`src/rtl/digit_scan_pkg.sv`:
```
// ============================================================================
// digit_scan_pkg : display constants and helpers shared by the scan logic
// Revision       : 1.0
// ============================================================================
`default_nettype none

package digit_scan_pkg;

    localparam int NUM_DIGITS = 4;
    localparam int SEL_W      = 2;
    localparam logic [NUM_DIGITS-1:0] AN_OFF = 4'b1111;

    typedef logic [SEL_W-1:0]      sel_t;
    typedef logic [NUM_DIGITS-1:0] digit_vec_t;

    typedef enum logic {
        PH_BLANK = 1'b0,
        PH_LIT   = 1'b1
    } phase_e;

    // A counter must hold values 0..prescale-1 and be at least one bit wide.
    function automatic int cnt_width(input int prescale);
        return (prescale > 2) ? $clog2(prescale) : 1;
    endfunction

    function automatic digit_vec_t an_one_cold(input sel_t s);
        digit_vec_t v;
        v    = AN_OFF;
        v[s] = 1'b0;
        return v;
    endfunction

endpackage : digit_scan_pkg

`default_nettype wire

```
`src/rtl/digit_scan_if.sv`:
```
// ============================================================================
// digit_scan_if : control inputs and display drive outputs of the scan block
// Revision      : 1.0
// ============================================================================
`default_nettype none

interface digit_scan_if;
    import digit_scan_pkg::*;

    logic       en;
    digit_vec_t digit_en;
    digit_vec_t dp_in;
    sel_t       sel;
    digit_vec_t an;
    logic       dp;
    logic       frame_tick;

    modport master (
        output en, digit_en, dp_in,
        input  sel, an, dp, frame_tick
    );

    modport slave (
        input  en, digit_en, dp_in,
        output sel, an, dp, frame_tick
    );

endinterface : digit_scan_if

`default_nettype wire

```
`src/rtl/digit_scan_slot_counter.sv`:
```
// ============================================================================
// slot_counter : free-running 0..PRESCALE-1 slot counter with hold and wrap
// Revision     : 1.0
// ============================================================================
`default_nettype none

module slot_counter
    import digit_scan_pkg::*;
#(
    parameter int PRESCALE = 50000,
    parameter int CNT_W    = cnt_width(PRESCALE)
) (
    input  wire logic             clk,
    input  wire logic             rst_n,
    input  wire logic             hold_i,
    output logic [CNT_W-1:0]      cnt_o,
    output logic [CNT_W-1:0]      cnt_d_o,
    output logic                  wrap_o
);

    localparam logic [CNT_W-1:0] CNT_MAX = CNT_W'(PRESCALE - 1);

    logic [CNT_W-1:0] cnt_q;
    logic [CNT_W-1:0] cnt_d;
    logic             wrap;

    always_comb begin
        wrap  = 1'b0;
        cnt_d = cnt_q;
        if (!hold_i) begin
            if (cnt_q == CNT_MAX) begin
                wrap  = 1'b1;
                cnt_d = '0;
            end else begin
                cnt_d = cnt_q + CNT_W'(1);
            end
        end
    end

    always_ff @(posedge clk or negedge rst_n) begin
        if (!rst_n) begin
            cnt_q <= '0;
        end else begin
            cnt_q <= cnt_d;
        end
    end

    assign cnt_o   = cnt_q;
    assign cnt_d_o = cnt_d;
    assign wrap_o  = wrap;

endmodule : slot_counter

`default_nettype wire

```
`src/rtl/digit_scan.sv`:
```
// ============================================================================
// digit_scan : 4-digit seven-segment scan controller with per-slot blanking
// Revision   : 1.0
// ============================================================================
`default_nettype none

module digit_scan
    import digit_scan_pkg::*;
#(
    parameter int PRESCALE = 50000,
    parameter int BLANK    = 500
) (
    input  wire logic        clk,
    input  wire logic        rst_n,
    digit_scan_if.slave      bus
);

    localparam int               CNT_W   = cnt_width(PRESCALE);
    localparam logic [CNT_W-1:0] BLANK_C = CNT_W'(BLANK);

    logic [CNT_W-1:0] cnt_q;
    logic [CNT_W-1:0] cnt_d;
    logic             wrap;

    sel_t       sel_q,  sel_d;
    digit_vec_t an_q,   an_d;
    logic       dp_q,   dp_d;
    logic       tick_q, tick_d;
    phase_e     phase;

    slot_counter #(
        .PRESCALE (PRESCALE),
        .CNT_W    (CNT_W)
    ) u_slot_counter (
        .clk     (clk),
        .rst_n   (rst_n),
        .hold_i  (~bus.en),
        .cnt_o   (cnt_q),
        .cnt_d_o (cnt_d),
        .wrap_o  (wrap)
    );

    // Outputs are decoded from the next counter/select so that all of them
    // land on the same edge and stay coherent with sel.
    always_comb begin
        sel_d  = wrap ? sel_t'(sel_q + sel_t'(1)) : sel_q;
        phase  = (cnt_d < BLANK_C) ? PH_BLANK : PH_LIT;
        an_d   = AN_OFF;
        dp_d   = 1'b1;
        tick_d = 1'b0;
        if (bus.en) begin
            tick_d = wrap && (sel_q == sel_t'(NUM_DIGITS - 1));
            if (phase == PH_LIT) begin
                if (bus.digit_en[sel_d]) begin
                    an_d = an_one_cold(sel_d);
                end
                dp_d = ~(bus.dp_in[sel_d] & bus.digit_en[sel_d]);
            end
        end
    end

    always_ff @(posedge clk or negedge rst_n) begin
        if (!rst_n) begin
            sel_q  <= '0;
            an_q   <= AN_OFF;
            dp_q   <= 1'b1;
            tick_q <= 1'b0;
        end else begin
            sel_q  <= sel_d;
            an_q   <= an_d;
            dp_q   <= dp_d;
            tick_q <= tick_d;
        end
    end

    assign bus.sel        = sel_q;
    assign bus.an         = an_q;
    assign bus.dp         = dp_q;
    assign bus.frame_tick = tick_q;

endmodule : digit_scan

`default_nettype wire

```
`src/flat_wrapper.sv`:
```
// flat-port wrapper written by rule: the top's interface ports become plain ports
module digit_scan_flat import digit_scan_pkg::*;
#(
    parameter int PRESCALE = 50000,
    parameter int BLANK    = 500
)
  (clk, rst_n, bus_en, bus_digit_en, bus_dp_in, bus_sel, bus_an, bus_dp, bus_frame_tick);
  digit_scan_if bus_i ();
  input  wire logic clk;
  input  wire logic rst_n;
  input wire logic [$bits(bus_i.en)-1:0] bus_en;
  input wire logic [$bits(bus_i.digit_en)-1:0] bus_digit_en;
  input wire logic [$bits(bus_i.dp_in)-1:0] bus_dp_in;
  output wire logic [$bits(bus_i.sel)-1:0] bus_sel;
  output wire logic [$bits(bus_i.an)-1:0] bus_an;
  output wire logic [$bits(bus_i.dp)-1:0] bus_dp;
  output wire logic [$bits(bus_i.frame_tick)-1:0] bus_frame_tick;
  assign bus_i.en = bus_en;
  assign bus_i.digit_en = bus_digit_en;
  assign bus_i.dp_in = bus_dp_in;
  assign bus_sel = bus_i.sel;
  assign bus_an = bus_i.an;
  assign bus_dp = bus_i.dp;
  assign bus_frame_tick = bus_i.frame_tick;
  digit_scan #(.PRESCALE(PRESCALE), .BLANK(BLANK)) u_core (.clk(clk), .rst_n(rst_n), .bus(bus_i));
endmodule
```
`config.mk`:
```
export PLATFORM = sky130hd
export DESIGN_NAME = digit_scan_flat
export DESIGN_NICKNAME = d
export VERILOG_FILES = /design/src/rtl/digit_scan_pkg.sv /design/src/rtl/digit_scan_if.sv /design/src/rtl/digit_scan_slot_counter.sv /design/src/rtl/digit_scan.sv /design/src/flat_wrapper.sv
export SDC_FILE = /design/constraint.sdc
export NUM_CORES = 1
export LEC_CHECK = 0
export ABC_AREA = 1
export BUFFER_PORTS_ARGS = -buffer_cell sky130_fd_sc_hd__buf_4
export CORE_MARGIN = 4
export CORE_UTILIZATION = 25
export CTS_BUF_LIST = sky130_fd_sc_hd__clkbuf_16
export DETAILED_ROUTE_END_ITERATION = 10
export PLACE_DENSITY_LB_ADDON = 0.08
export SETUP_SLACK_MARGIN = 0.2
export SLEW_MARGIN = 20
export SYNTH_ARGS = -nofsm -noshare
export SYNTH_HDL_FRONTEND = slang
export SYNTH_SLANG_ARGS = --single-unit
```
`constraint.sdc`:
```
create_clock -name clk -period 1.8 [get_ports clk]
set_input_delay 0.36 -clock clk [delete_from_list [all_inputs] [get_ports clk]]
set_output_delay 0.36 -clock clk [all_outputs]
set_load 0.01 [all_outputs]
```
==> key figures, run 1 <==
Detailed routing
  • Total length of routed wires: 4398 µm
  • DRT met1 WL: 2143 µm
  • Met2 WL post-DR: 2104 µm
  • Initial DRC Count: 51
  • Via density: 4.408
  • Pre-Repair DR Iteration Count: 6
  • Drt wl/cell: 12.90 µm
  • Top layer in use: met4
  • # DRC: 0
  • DR WL met3: 106 µm
  • Routed Antenna Nets: 0
  • Via count: 1,503

Synth
  • Netlist Area Pre-Place: 1580 µm²
  • Number of flops mapped to enable cells by yosys: 0
  • Synthesis Warnings: 0
  • Top-count cell post-synth: nand2_1
  • Number of storage elements in the synthesis netlist: 24
  • Number of distinct library cells after synthesis: 25
  • FFs w/ async S/R, synth: 1.000
  • Area contributors post-synth: dfrtp_1 (30%), nand2_1 (14%), inv_1 (9.3%), nand3_1 (8.6%), dfstp_2 (8.3%)
  • Net count of the mapped netlist: 233
  • Post-synthesis sequential area ratio: 0.3840
  • Yosys top cell by area: dfrtp_1
  • Synth Area per Inst: 7.183 µm²
  • Commonest cells in the synthesized netlist: nand2_1 (59), inv_1 (39), nand3_1 (27), nor2_1 (21), dfrtp_1 (19)
  • Syn Inst Count: 220
  • Share of the synthesized area in the top cell type: 0.3009
  • Top_reg_cell synth: dfrtp_1

Critical path
  • CP arrival: 1890 ps
  • Worst path required time: 1980 ps
  • WS Path Type: flip-flop to flip-flop
  • CP Capture Type: flip-flop
  • CP max FO: 5
  • Worst setup SP type: flip-flop

Power
  • Overall Power: 2.529 mW
  • Pwr/cell area: 1148 nW/µm²
  • Max VDD drop: 0.4665 mV
  • Static Leakage: 1.038 nW

Global routing
  • All-Layer GR Usage: 0.1234
  • Initial antenna violation count: 0
  • First-pass GRT wire length: 7362 µm
  • Largest net degree at the start of global routing: 25
  • Gr ovfl total: 0
  • Vias in the first global route: 1,548

CTS
  • H-tree depth: 1
  • Num CTS Buffers: 3
  • Clock Latency Late Sink: 260 ps
  • Clock Pin Slew Worst Setup and Hold Paths: 70 ps
  • Max clock buf depth: 2
  • Clock Sinks: 24
  • Hold Buf Count CTS: 0
  • TritonCTS clock tree: built
  • CTS Root Cell: clkbuf_16

STA
  • Unrepaired setup endpoints after global routing: true
  • Fmax: 0.5818 GHz
  • Setup violators final: 0
  • Final period utilization: 0.9548
  • Final Skew: 5.185 ps
  • Fin crit period: 1719 ps
  • Hold Worst Slack: -7.841 ps
  • Hold Fails Final Rpt: 5
  • Relative slew slack: 0.7780
  • Worst slew pin tran: 333.1 ps
  • Max Transition Viols Final: 0

Outcome
  • Failing checks: hold timing
  • Status: complete, but fails checks

Placement
  • Dpl cells: 322
  • Placer congestion estimate: 0.8452
  • Post-detail-place hpwl: 3410 µm
  • Port bufs: 18

Die
  • Die span in y: 87.51 µm
  • Placeable Area: 6026 µm²
  • Initial core utilization: 0.2623
  • Die area: 7657 µm²
  • FP Rows: 28
  • Die X: 87.51 µm
  • Io pins: 19

Final layout
  • Fin nets: 280
  • Final non-filler cell total: 341
  • Share of cells above drive strength 1: 0.3985
  • Fillers: 643
  • Final core utilization: 0.3657
  • Synth-to-Final Area Change: 39.43%
  • Antenna diodes: 0

Min path
  • Type of the most critical hold path: input port to asynchronous set/reset pin

Flow run
  • Max_cap viols: 0
==> stage by stage <==
step                TNS [ps]  hold WS, ps  area (µm²)  setup slack [ps]
CTS                        0        14.92        2100             75.29
finish                     0       -7.841        2203             81.28
floorplan                  0        64.41        1580             262.2
detailed placement         0        296.4        1879             13.16
global placement      -41.79        297.3        1879            -21.18
global route          -211.9        24.30        2203            -50.79
==> worst paths after layout <==
kind	from	endpoint	slack, ps	cells after the start
min	rst_n	u_core.u_slot_counter.cnt_o[1]$_DFFE_PN0P_	-8	1
max in group asynchronous	rst_n	u_core.bus.an[0]$_DFF_PN1_	1500	1
max	u_core.u_slot_counter.cnt_o[4]$_DFF_PN0_	u_core.bus.dp$_DFF_PN1_	80	10
min in group clk	bus_dp_in[0]	u_core.bus.dp$_DFF_PN1_	390	4
min reg2reg	u_core.u_slot_counter.cnt_o[9]$_DFF_PN0_	u_core.u_slot_counter.cnt_o[9]$_DFF_PN0_	610	2
max reg2reg	u_core.u_slot_counter.cnt_o[4]$_DFF_PN0_	u_core.bus.dp$_DFF_PN1_	80	10
==> placed cells by master (no fill, tap or decap), types with 2 or more instances in the layout <==
cell / count
a21oi_1: 2
buf_4: 43
clkbuf_16: 3
dfrtp_1: 12
dfrtp_2: 7
dfstp_2: 5
inv_1: 39
nand2_1: 54
nand2_2: 9
nand2_4: 4
nand3_1: 21
nand3_2: 10
nand3_4: 2
nand3b_1: 2
nand4_1: 8
nor2_1: 13
nor2_2: 8
nor2_4: 9
nor3_2: 2
o21ai_0: 3
xor2_1: 2
==> metal layers <==
metal	global-route usage	vias to the layer above
met5	0	-
met4	0.03347	0
met3	0.02365	4
met2	0.2000	15
met1	0.1678	702
li1	-	782
==> worst max-delay path, cell delays in order, from the launching register on <==
cell,delay (ps)
dfrtp_2,450
nor2_4,140
nand2_2,90
nor2_4,190
nand3_4,140
nand2_2,110
nand2_4,70
nand3b_1,90
nand3_2,80
nor2_4,170
nand3_1,90
==> timing repair <==
item / in CTS / in global routing
setup buffers: 10 / 4
endpoints found under the setup margin: 7 / 8
pin swaps: 8 / 10
cloned: 1 / 0
resized for setup: 13 / 24
endpoints found under the hold margin: 0 / 0
==> power by group <==
part           switching [mW]  internal, mW  leakage (nW)
sequential              0.245         0.710         0.255
combinational           0.649         0.429         0.744
clock                   0.199         0.297        0.0385
==> state kept, by name, summed over array words and instances (netlist names) <==
name                         cells
u_core.bus.an                    4
u_core.bus.dp                    1
u_core.bus.frame_tick            1
u_core.bus.sel                   2
u_core.u_slot_counter.cnt_o     16
==> final cells by class <==
class	instances	area, µm²	area share
Clock buffer	3	75.07	0.03407
Clock inverter	1	3.754	0.001704
Inverter	41	156.4	0.07098
Multi-Input combinational cell	154	935.9	0.4248
Sequential cell	24	615.6	0.2794
Tap cell	75	93.84	0.04259
Timing Repair Buffer	43	322.8	0.1465
==> cell families (layout without fill, tap and decap cells) <==
| group | Yosys count | after routing | share of synthesized area |
|---|---|---|---|
| flip-flops | 24 | 24 | 0.3840 |
| AO/OA/AOI/OAI | 7 | 7 | 0.02376 |
| XOR/XNOR | 2 | 2 | 0.01109 |
| AND/OR/NAND/NOR | 142 | 143 | 0.4600 |
| adder cells (fa/ha/maj) | 2 | 2 | 0.01583 |
| buffers and inverters | 43 | 88 | 0.1053 |
Note: power is estimated with default switching activity, not from simulation.
==> run 2: changes to the inputs <==
Settings changed: CORE_ASPECT_RATIO from default to 1.1.
==> run 2 against run 1 <==
Effect of this change:
- largest power group unchanged
- critical path depth unchanged
- sequential cell count unchanged
- largest cell class unchanged
- sequential power down 1%
- the flow still finishes with violations (hold timing)
==> key figures, run 2 (synthesized netlist as in run 1, its figures left out) <==
Placement
  • Port bufs: 18
  • Post-detail-place hpwl: 3370 µm
  • Placer congestion estimate: 0.7907

STA
  • Final Skew: 4.679 ps
  • Setup violators final: 0
  • Unrepaired setup endpoints after global routing: true
  • Relative slew slack: 0.7882
  • Hold Worst Slack: -6.623 ps
  • Worst slew pin tran: 317.7 ps
  • Fin crit period: 1727 ps
  • Fmax: 0.5791 GHz
  • Hold Fails Final Rpt: 12
  • Final period utilization: 0.9593
  • Max Transition Viols Final: 0

CTS
  • Clock Pin Slew Worst Setup and Hold Paths: 60 ps
  • CTS Root Cell: clkbuf_16
  • Clock Latency Late Sink: 260 ps
  • Hold Buf Count CTS: 0
  • Max clock buf depth: 2
  • H-tree depth: 1
  • Clock Sinks: 24
  • TritonCTS clock tree: built
  • Num CTS Buffers: 3

Detailed routing
  • Via count: 1,485
  • Via density: 4.304
  • Pre-Repair DR Iteration Count: 4
  • Initial DRC Count: 43
  • Total length of routed wires: 4367 µm
  • # DRC: 0
  • Drt wl/cell: 12.66 µm
  • Routed Antenna Nets: 0

Final layout
  • Share of cells above drive strength 1: 0.4038
  • Fin nets: 279
  • Final core utilization: 0.3632
  • Largest register FFs: 16
  • Most common cell after layout, fill and taps aside: nand2_1
  • Antenna diodes: 0
  • Fillers: 673
  • Synth-to-Final Area Change: 41.49%
  • Leading cell types in the layout, fill and taps excluded: nand2_1 (53), inv_1 (39), buf_4 (36)

Die
  • Die area: 7659 µm²
  • Placeable Area: 6156 µm²
  • Die X: 83.81 µm
  • Io pins: 19
  • FP Rows: 30
  • Die span in y: 91.39 µm
  • Initial core utilization: 0.2567

Critical path
  • Worst setup SP type: flip-flop
  • Buffers & Inverters on Critical Path: 0
  • CP Capture Type: flip-flop
  • WS Path Type: flip-flop to flip-flop
  • Worst path required time: 1980 ps
  • CP peak stage delay: 470 ps
  • Slowest cell on crit path: dfrtp_2
  • Worst-path cell chain: nor2_2, nand2_2, nor2_4, nand3_4, nand2_4, nand2_4, nand3b_1, nand3_2, nor2_4, nand3_1
  • CP max FO: 7
  • CP arrival: 1910 ps
  • CP delay by family, top: simple AND/OR/NAND/NOR gates

Flow run
  • Max_cap viols: 0

Power
  • Max VDD drop: 0.4736 mV
  • Static Leakage: 1.053 nW
  • Pwr/cell area: 1163 nW/µm²
  • Overall Power: 2.600 mW

Global routing
  • First-pass GRT wire length: 7182 µm
  • Largest net degree at the start of global routing: 25
  • Initial antenna violation count: 0
  • Gr ovfl total: 0
  • Vias in the first global route: 1,513
  • All-Layer GR Usage: 0.1181

Min path
  • Type of the most critical hold path: input port to asynchronous set/reset pin

Outcome
  • Failing checks: hold timing
  • Status: complete, but fails checks
run 2: worst register-to-register path, stage by stage (launching register included):
cell and delay [ps]:
dfrtp_2 470, nor2_2 140, nand2_2 80, nor2_4 180, nand3_4 140, nand2_4 90
nand2_4 80, nand3b_1 100, nand3_2 90, nor2_4 190, nand3_1 90
run 2: power breakdown:
group	internal (mW)	switching [mW]
Combinational	0.481	0.690
Clock	0.297	0.192
Sequential	0.709	0.232
Total	1.49	1.11
run 2: metal layers:
metal	share of wire	GRT usage	wire length, µm	up-vias
li1	-	-	-	779
met1	0.47	0.1470	2034	671
met2	0.48	0.2009	2115	27
met3	0.028	0.02178	124	8
met4	0.021	0.04558	93	0
met5	0	0	0	-
run 2: stage by stage:
step / instance area (µm²) / instances / hold WS, ps / setup TNS (ps) / setup slack [ps]
floorplan: 1580 / 220 / 64.41 / 0 / 262.2
global placement: 1923 / 332 / 288.6 / 0 / 33.67
detailed placement: 1923 / 332 / 287.6 / 0 / 44.41
CTS: 2092 / 341 / 7.090 / 0 / 87.06
global route: 2236 / 345 / 22.13 / -127.5 / -38.15
finish: 2236 / 345 / -6.623 / 0 / 73.23
run 2: layout make-up:
class                           instances  area [µm²]  area share
Tap cell                               80       100.1     0.04477
Timing Repair Buffer                   42       337.8      0.1511
Sequential cell                        24       614.3      0.2748
Inverter                               41       156.4     0.06995
Clock buffer                            3       75.07     0.03358
Clock inverter                          1       3.754    0.001679
Multi-Input combinational cell        154       948.4      0.4242
run 2: what timing repair did:
action | in CTS | in global routing
pin swaps | 2 | 14
endpoints found under the setup margin | 6 | 9
endpoints found under the hold margin | 0 | 0
cloned | 1 | 0
buffers inserted | 4 | 4
resized for setup | 13 | 33
run 2: final timing paths:
kind	startpoint	end	slack (ps)	cells past startpoint
min in group clk	bus_dp_in[0]	u_core.bus.dp$_DFF_PN1_	370	4
max in group asynchronous	rst_n	u_core.bus.dp$_DFF_PN1_	1510	1
setup / recovery	u_core.u_slot_counter.cnt_o[7]$_DFF_PN0_	u_core.bus.an[2]$_DFF_PN1_	70	10
hold / removal	rst_n	u_core.u_slot_counter.cnt_o[2]$_DFF_PN0_	-7	1
setup reg to reg	u_core.u_slot_counter.cnt_o[7]$_DFF_PN0_	u_core.bus.an[2]$_DFF_PN1_	70	10
hold reg to reg	u_core.u_slot_counter.cnt_o[9]$_DFF_PN0_	u_core.u_slot_counter.cnt_o[9]$_DFF_PN0_	630	2
==> run 3: changes to the inputs <==
Settings changed: CTS_BUF_LIST sky130_fd_sc_hd__clkbuf_16 to default.
==> run 3 against run 2 <==
Effect of this change:
- the flow now finishes without violations
- via count up 2.8%
- sequential cell count did not move
- first-iteration DRC count decreased by 40%
- largest power group unchanged
==> key figures, run 3 (synthesized netlist as in run 1, its figures left out) <==
Global routing
  • Gr ovfl total: 0
  • Largest net degree at the start of global routing: 25
  • First-pass GRT wire length: 7334 µm
  • All-Layer GR Usage: 0.1194
  • Initial antenna violation count: 0
  • Vias in the first global route: 1,560

CTS
  • Clock Sinks: 24
  • H-tree depth: 1
  • Clock Pin Slew Worst Setup and Hold Paths: 90 ps
  • Num CTS Buffers: 3
  • TritonCTS clock tree: built
  • CTS Root Cell: clkbuf_8
  • Max clock buf depth: 2
  • Clock Latency Late Sink: 270 ps

Flow run
  • Max_cap viols: 0

Critical path
  • CP Capture Type: flip-flop
  • WS Path Type: flip-flop to flip-flop
  • CP arrival: 1920 ps
  • CP max FO: 6
  • Worst setup SP type: flip-flop
  • Worst path required time: 2000 ps

Final layout
  • Antenna diodes: 0
  • Most common cell after layout, fill and taps aside: nand2_1
  • Synth-to-Final Area Change: 46.32%
  • Share of cells above drive strength 1: 0.4489
  • Leading cell types in the layout, fill and taps excluded: nand2_1 (50), buf_4 (42), inv_1 (37)
  • Largest register FFs: 16
  • Fin nets: 288

Die
  • Io pins: 19
  • Die span in y: 91.39 µm
  • Initial core utilization: 0.2567
  • Die X: 83.81 µm
  • Placeable Area: 6156 µm²
  • FP Rows: 30
  • Die area: 7659 µm²

Power
  • Sequential power share: 0.352
  • Sw frac: 0.4435
  • Clock power share: 0.131
  • Comb power frac: 0.517
  • Internal power: 1.448 mW
  • Pwr/cell area: 1125 nW/µm²
  • Max VDD drop: 0.4810 mV
  • Sw power: 1.154 mW
  • Static Leakage: 1.083 nW

Detailed routing
  • # DRC: 0
  • Pre-Repair DR Iteration Count: 4
  • Via density: 4.314
  • Routed Antenna Nets: 0
  • Via count: 1,527
  • Initial DRC Count: 26
  • Total length of routed wires: 4410 µm
  • Drt wl/cell: 12.46 µm

STA
  • Relative slew slack: 0.7858
  • Hold Fails Final Rpt: 0
  • Worst slew pin tran: 321.3 ps
  • Unrepaired setup endpoints after global routing: true
  • Hold Worst Slack: 362.8 ps
  • Final Skew: 3.511 ps
  • Fmax: 0.5820 GHz
  • Setup TNS: 0 ps
  • Setup violators final: 0
  • Max Transition Viols Final: 0
  • Final period utilization: 0.9546
  • Fin crit period: 1718 ps

Outcome
  • Status: finished, final reports clean

Min path
  • Type of the most critical hold path: input port to flip-flop

Placement
  • Placer congestion estimate: 0.7907
  • Port bufs: 18
  • Post-detail-place hpwl: 3370 µm
[run 3: through the flow]
stage	setup WS, ps	utilization	instance area, µm²	cells	total power [mW]
6_report	81.80	0.3756	2312	354	2.602
5_1_grt	1.816	0.3756	2312	354	2.813
4_1_cts	65.09	0.3575	2201	351	2.457
3_5_place_dp	44.41	0.3124	1923	332	1.887
3_3_place_gp	33.67	0.3124	1923	332	1.908
2_1_floorplan	262.2	-	1580	220	1.501
[run 3: power groups by stage]
stage          logic (mW)  registers, mW  clock network, mW
2_1_floorplan       0.636          0.864                  0
3_3_place_gp         1.00          0.906                  0
3_5_place_dp        0.988          0.899                  0
4_1_cts              1.21          0.901              0.349
5_1_grt              1.51          0.936              0.370
6_report             1.35          0.915              0.340
[run 3: layout make-up]
cell class / count / area (µm²)
clock buffers: 4 / 45.04
fillers: 668 / 3844
inverters: 41 / 156.4
multi-input cells: 153 / 972.2
flip-flops and latches: 24 / 611.8
well taps: 80 / 100.1
repair buffers: 52 / 426.7
[run 3: worst paths after layout]
kind,to,cells past startpoint,startpoint,slack [ps]
setup / recovery,u_core.bus.an[2]$_DFF_PN1_,10,u_core.u_slot_counter.cnt_o[0]$_DFFE_PN0P_,80
hold / removal,u_core.bus.dp$_DFF_PN1_,4,bus_dp_in[0],360
setup reg to reg,u_core.bus.an[2]$_DFF_PN1_,10,u_core.u_slot_counter.cnt_o[0]$_DFFE_PN0P_,80
hold reg to reg,u_core.u_slot_counter.cnt_o[9]$_DFF_PN0_,2,u_core.u_slot_counter.cnt_o[9]$_DFF_PN0_,630
max in group asynchronous,u_core.bus.dp$_DFF_PN1_,2,rst_n,980
min in group asynchronous,u_core.u_slot_counter.cnt_o[5]$_DFF_PN0_,2,rst_n,520
[run 3: layer usage]
layer,vias up,global-route usage,part of all wire
met5,-,0,0
met1,704,0.1504,0.47
met3,6,0.01906,0.027
met2,23,0.2056,0.49
li1,794,-,-
met4,0,0.04155,0.017
[run 3: timing repair]
item	CTS	global route
hold endpoints to repair	19	0
hold buffers	1	0
setup endpoints to repair	7	10
buffers inserted	14	3
gates resized for setup	31	28
cloned	0	0
pin swaps	25	31
[run 3: critical path: stages, from the launching register on]
cell and delay [ps]:
dfrtp_1 430, ha_4 200, nand3_4 130, inv_4 60
nand3_4 110, buf_6 130, nand2_2 60, a21oi_2 160
nand3_2 140, nand3_4 140, nand3_2 80
